==> src/rtl/rz_code_if.sv <==
// Pixel-word handshake and serial line between the frame sequencer and rz_code.
interface rz_code_if;
  logic [23:0] RGB;
  logic        done_sig;
  logic        symbol;
  logic        RZ_data;

  modport master (
    output RGB,
    output done_sig,
    input  symbol,
    input  RZ_data
  );

  modport slave (
    input  RGB,
    input  done_sig,
    output symbol,
    output RZ_data
  );
endinterface

==> src/rtl/rz_code.sv <==
// WS2812-class return-to-zero encoder: shifts a 24-bit word out MSB-first on RZ_data.
// Optional one-deep word buffer enabled by defining RZ_CODE_WORD_BUFFER_EN.
module rz_code #(
  parameter int unsigned T0H  = 20,
  parameter int unsigned T1H  = 40,
  parameter int unsigned TBIT = 62,
  parameter int unsigned TRST = 2600
) (
  input  logic     clk,
  input  logic     rst_n,
  rz_code_if.slave bus
);

  localparam int unsigned CntMax = (TBIT > TRST) ? TBIT : TRST;
  localparam int unsigned CntW   = ($clog2(CntMax) > 12) ? $clog2(CntMax) : 12;

  localparam logic [CntW-1:0] RstLast = CntW'(TRST - 1);
  localparam logic [CntW-1:0] BitLast = CntW'(TBIT - 1);
  localparam logic [CntW-1:0] T0Last  = CntW'(T0H - 1);
  localparam logic [CntW-1:0] T1Last  = CntW'(T1H - 1);

  localparam logic [1:0] StInit = 2'd0;
  localparam logic [1:0] StIdle = 2'd1;
  localparam logic [1:0] StHigh = 2'd2;
  localparam logic [1:0] StLow  = 2'd3;

  logic [1:0]      state_q, state_d;
  logic [CntW-1:0] cnt_q, cnt_d;
  logic [4:0]      bit_q, bit_d;
  logic [23:0]     shreg_q, shreg_d;
  logic            rz_q;
  logic            symbol_q, symbol_d;
  logic            start;
  logic [23:0]     start_word;
  logic            queued;
  logic [23:0]     queued_word;
  logic [CntW-1:0] high_last;

`ifdef RZ_CODE_WORD_BUFFER_EN
  logic [23:0] hold_q, hold_d;
  logic        pend_q, pend_d;

  // A word arriving on the very edge a slot frees up wins over the held one.
  assign queued      = pend_q | bus.done_sig;
  assign queued_word = bus.done_sig ? bus.RGB : hold_q;
`else
  assign queued      = 1'b0;
  assign queued_word = bus.RGB;
`endif

  assign high_last = shreg_q[23] ? T1Last : T0Last;

  always_comb begin
    state_d    = state_q;
    cnt_d      = cnt_q + 1'b1;
    bit_d      = bit_q;
    shreg_d    = shreg_q;
    symbol_d   = 1'b0;
    start      = 1'b0;
    start_word = queued_word;
`ifdef RZ_CODE_WORD_BUFFER_EN
    hold_d = hold_q;
    pend_d = pend_q;
    if (bus.done_sig && (state_q != StIdle)) begin
      hold_d = bus.RGB;
      pend_d = 1'b1;
    end
`endif

    case (state_q)
      StInit: begin
        if (cnt_q == RstLast) begin
          cnt_d = '0;
          if (queued) start = 1'b1;
          else        state_d = StIdle;
        end
      end
      StIdle: begin
        cnt_d = '0;
        if (bus.done_sig) begin
          start      = 1'b1;
          start_word = bus.RGB;
        end
      end
      StHigh: begin
        if (cnt_q == high_last) state_d = StLow;
      end
      StLow: begin
        if (cnt_q == BitLast) begin
          cnt_d = '0;
          if (bit_q == 5'd23) begin
            symbol_d = 1'b1;
            if (queued) start = 1'b1;
            else        state_d = StIdle;
          end else begin
            bit_d   = bit_q + 5'd1;
            shreg_d = shreg_q << 1;
            state_d = StHigh;
          end
        end
      end
      default: state_d = StInit;
    endcase

    if (start) begin
      state_d = StHigh;
      cnt_d   = '0;
      bit_d   = '0;
      shreg_d = start_word;
`ifdef RZ_CODE_WORD_BUFFER_EN
      pend_d  = 1'b0;
`endif
    end
  end

  // RZ_data is registered from the next state so it is high exactly while in HIGH.
  always_ff @(posedge clk or negedge rst_n) begin
    if (!rst_n) begin
      state_q  <= StInit;
      cnt_q    <= '0;
      bit_q    <= '0;
      shreg_q  <= '0;
      rz_q     <= 1'b0;
      symbol_q <= 1'b0;
    end else begin
      state_q  <= state_d;
      cnt_q    <= cnt_d;
      bit_q    <= bit_d;
      shreg_q  <= shreg_d;
      rz_q     <= (state_d == StHigh);
      symbol_q <= symbol_d;
    end
  end

`ifdef RZ_CODE_WORD_BUFFER_EN
  always_ff @(posedge clk or negedge rst_n) begin
    if (!rst_n) begin
      hold_q <= '0;
      pend_q <= 1'b0;
    end else begin
      hold_q <= hold_d;
      pend_q <= pend_d;
    end
  end
`endif

  assign bus.RZ_data = rz_q;
  assign bus.symbol  = symbol_q;

endmodule

==> src/flat_wrapper.sv <==
// flat-port wrapper written by rule: the top's interface ports become plain ports
module rz_code_flat 
#(
  parameter int unsigned T0H  = 20,
  parameter int unsigned T1H  = 40,
  parameter int unsigned TBIT = 62,
  parameter int unsigned TRST = 2600
)
  (clk, rst_n, bus_RGB, bus_done_sig, bus_symbol, bus_RZ_data);
  rz_code_if bus_i ();
  input  logic clk;
  input  logic rst_n;
  input wire logic [$bits(bus_i.RGB)-1:0] bus_RGB;
  input wire logic [$bits(bus_i.done_sig)-1:0] bus_done_sig;
  output wire logic [$bits(bus_i.symbol)-1:0] bus_symbol;
  output wire logic [$bits(bus_i.RZ_data)-1:0] bus_RZ_data;
  assign bus_i.RGB = bus_RGB;
  assign bus_i.done_sig = bus_done_sig;
  assign bus_symbol = bus_i.symbol;
  assign bus_RZ_data = bus_i.RZ_data;
  rz_code #(.T0H(T0H), .T1H(T1H), .TBIT(TBIT), .TRST(TRST)) u_core (.clk(clk), .rst_n(rst_n), .bus(bus_i));
endmodule
==> config.mk <==
export PLATFORM = sky130hd
export DESIGN_NAME = rz_code_flat
export DESIGN_NICKNAME = d
export VERILOG_FILES = /design/src/rtl/rz_code_if.sv /design/src/rtl/rz_code.sv /design/src/flat_wrapper.sv
export SDC_FILE = /design/constraint.sdc
export NUM_CORES = 1
export LEC_CHECK = 0
export ABC_AREA = 1
export CAP_MARGIN = 20
export CORE_ASPECT_RATIO = 1.5
export CORE_MARGIN = 1
export CORE_UTILIZATION = 42
export DETAILED_ROUTE_END_ITERATION = 10
export PLACE_DENSITY = 0.6
export SLEW_MARGIN = 20
export SYNTH_ARGS = -nofsm -noshare
export SYNTH_HDL_FRONTEND = slang
export SYNTH_SLANG_ARGS = --single-unit
==> constraint.sdc <==
create_clock -name clk -period 1.8 [get_ports clk]
set_clock_uncertainty 0.1 [all_clocks]
set_input_delay 0.18 -clock clk [delete_from_list [all_inputs] [get_ports clk]]
set_output_delay 0.18 -clock clk [all_outputs]
set_load 0.02 [all_outputs]
==> metrics.md <==
| Metric | Value |
|---|---|
| Run status | `finished clean` |
| Cell variety after synth | `26` |
| Min Hold Slack | `0.344 ns` |
| NumNets Final | `348` |
| Seq cells post-synth | `45` |
| CP startpoint | `u_core.bit_q[0]` |
| Initial Utilization | `44.1%` |
| Setup TNS | `0 ns` |
| Max VDD drop | `411 uV` |
| Worst setup EP type | `flip-flop` |
| Die area | `5720 um2` |
| Syn Nets | `313` |
| Mapped cell area | `2280 um2` |
| Syn avg cell area | `8.04 um2` |
| Power Dens Cells | `601 nW/um2` |
| Clock-pin transition on the worst setup and hold timing paths | `0.09 ns` |
| EDFF count, synth | `0` |
| CP Data Arrival Time | `1.76 ns` |
| WS Path Type | `reg -> reg` |
| Post-DR wirelength/cell | `12.1 um` |
| Initial antenna violation count | `0` |
| Slew at the pin closest to its max-slew limit | `0.569 ns` |
| DP HPWL | `3.21 mm` |
| Area Overhead vs Synth | `23.5%` |
| DIE WIDTH | `62.1 um` |
| Worst setup SP type | `flip-flop` |
| Core area | `5160 um2` |
| Max Cap Violations | `0` |
| Synth Flop Type | `dfrtp_1` |
| Initial DRC Count | `86` |
| R2R Path Start | `u_core.bit_q[0]` |
| TritonCTS Sinks | `45` |
| Seq/Total Area, Yosys | `49.5%` |
| Hold Vio Cnt, Final | `0` |
| ANT cells | `0` |
| Routed WL | `4.67 mm` |
| Type of the tightest min-delay check | `in -> reg` |
| All-Layer GR Usage | `19.0%` |
| Pre-CTS setup slack | `0.0837 ns` |
| Clock root buffer | `clkbuf_8` |
| Via Count | `1967` |
| I/O Buffers | `28` |
| CP max FO | `26` |
| I/O Pins | `29` |
| Top post-synthesis cells by area | `dfrtp_1 49%, nand3_1 17%, nand2_1 10%` |
| Synth area leader | `dfrtp_1` |
| Min setup slack post-route | `0.164 ns` |
| Async set-or-reset flop fraction in the synthesized netlist | `100%` |
| Worst endpoint required time | `1.92 ns` |
| Die Y-Extent | `92.2 um` |
| Share of layout cells above drive strength 1 | `9.40%` |
| Pin count of the biggest net entering global routing | `46` |
| Ys Warns | `0` |
| CTS tree | `built` |
| Unrepaired setup endpoints after global routing | `no` |
| Max Freq | `611 MHz` |
| Relative slew slack | `62.0%` |
| # DRC | `0` |
| Synth top area share | `49.5%` |
| Final worst-path cycle share | `90.9%` |
| Drt first pass iters | `4` |
| TritonCTS Buffers | `5` |
| Std-Cell Rows | `32` |
| Pleak | `1.34 nW` |
| H-tree depth | `2` |
| DRT antenna net count | `0` |
| Setup bufs post-CTS | `0` |
| Commonest cells in the netlist | `79 x nand3_1, 61 x nand2_1, 45 x dfrtp_1, 30 x nor2_1, 20 x inv_1` |
| Worst-skew pair later-pin latency | `0.30 ns` |
| Final setup fails | `0` |
| Top-count cell post-synth | `nand3_1` |
| Placer Congestion | `0.811` |
| Hold_sp | `bus_RGB[12]` |
| Final Max Slew Viols | `0` |
| First-pass GRT wire length | `8.55 mm` |
| Clk buf depth | `2` |
| Tmin final | `1.64 ns` |
| GRT Residual Overflow | `0` |
| Cells after synthesis | `283` |
| Vias per std cell | `5.08` |
| Via count of the first global-routing pass | `1994` |
==> layout make-up <==
type / count / area [um2]
clock buffers: 6 / 72.6
repair buffers: 40 / 430
fillers: 470 / 2350
multi-input cells: 205 / 1010
flip-flops and latches: 45 / 1130
inverters: 21 / 78.8
well taps: 68 / 85.1
clock inverters: 2 / 10.0
==> per-stage QoR <==
step	utilization [%]	power, mW	area, um2	cells
6_report	54.4	1.69	2810	387
5_1_grt	54.4	1.76	2810	387
4_1_cts	54.2	1.72	2800	387
3_5_place_dp	52.4	1.11	2710	378
3_3_place_gp	52.4	1.11	2710	378
2_1_floorplan	-	1.03	2280	283
==> worst max-delay path, stage by stage, from the launching register on <==
cell,delay (ns)
dfrtp_1,0.42
ha_1,0.23
nand2_1,0.07
inv_1,0.05
nand2_1,0.10
nand3_2,0.11
nor2_4,0.12
buf_12,0.17
nand2_1,0.06
a21oi_1,0.12
==> metal layers <==
layer	vias up	share of wire, %	global-route usage, %
li1	998	-	-
met5	-	0	0
met2	36	53	35.8
met1	924	41	19.5
met4	0	2.4	9.69
met3	9	2.7	3.73
==> cells in the final DEF (no fill, tap or decap), drive strengths merged, types with 6 or more instances in the layout <==
cell type and count:
buf 12, clkbuf 6, clkdlybuf4s50 27, dfrtp 45, inv 21, nand2 62, nand3 79, nor2 33
nor3 9
==> logic make-up after synthesis <==
kind of cell	synth area share [%]
compound gates	2.53
xor+xnor	1.92
fa+ha+maj	1.65
buf+inv	6.76
flops	49.5
simple gates	37.7
==> timing repair <==
item | 4_1_cts | 5_1_grt
setup endpoints to repair | 0 | 38
gates resized for setup | 0 | 3
hold buffers | 1 | 0
endpoints found under the hold margin | 45 | 0
==> state kept, by name, summed over array words and instances, names as in the netlist <==
name and cells:
u_core.shreg_q 24, u_core.cnt_q 12, u_core.bit_q 5, u_core.state_q 2, u_core.bus.RZ_data 1, u_core.bus.symbol 1
==> where the power goes <==
part / leakage (nW) / total, mW / switching [mW] / internal, mW
Clock: 0.0450 / 0.602 / 0.333 / 0.269
Sequential: 0.599 / 1.01 / 0 / 1.01
Combinational: 0.696 / 0.0769 / 0.0266 / 0.0503
==> final timing paths <==
path / end / slack (ns) / depth (start not counted)
worst max-delay path: u_core.bit_q[1] / 0.16 / 9
worst min-delay path: u_core.shreg_q[12] / 0.34 / 3
worst max register to register: u_core.bit_q[1] / 0.16 / 9
worst min register to register: u_core.cnt_q[0] / 0.39 / 1
max in group asynchronous: u_core.bus.RZ_data / 0.82 / 3
min in group asynchronous: u_core.cnt_q[5] / 0.38 / 3
Note: power is estimated with default switching activity, not from simulation.
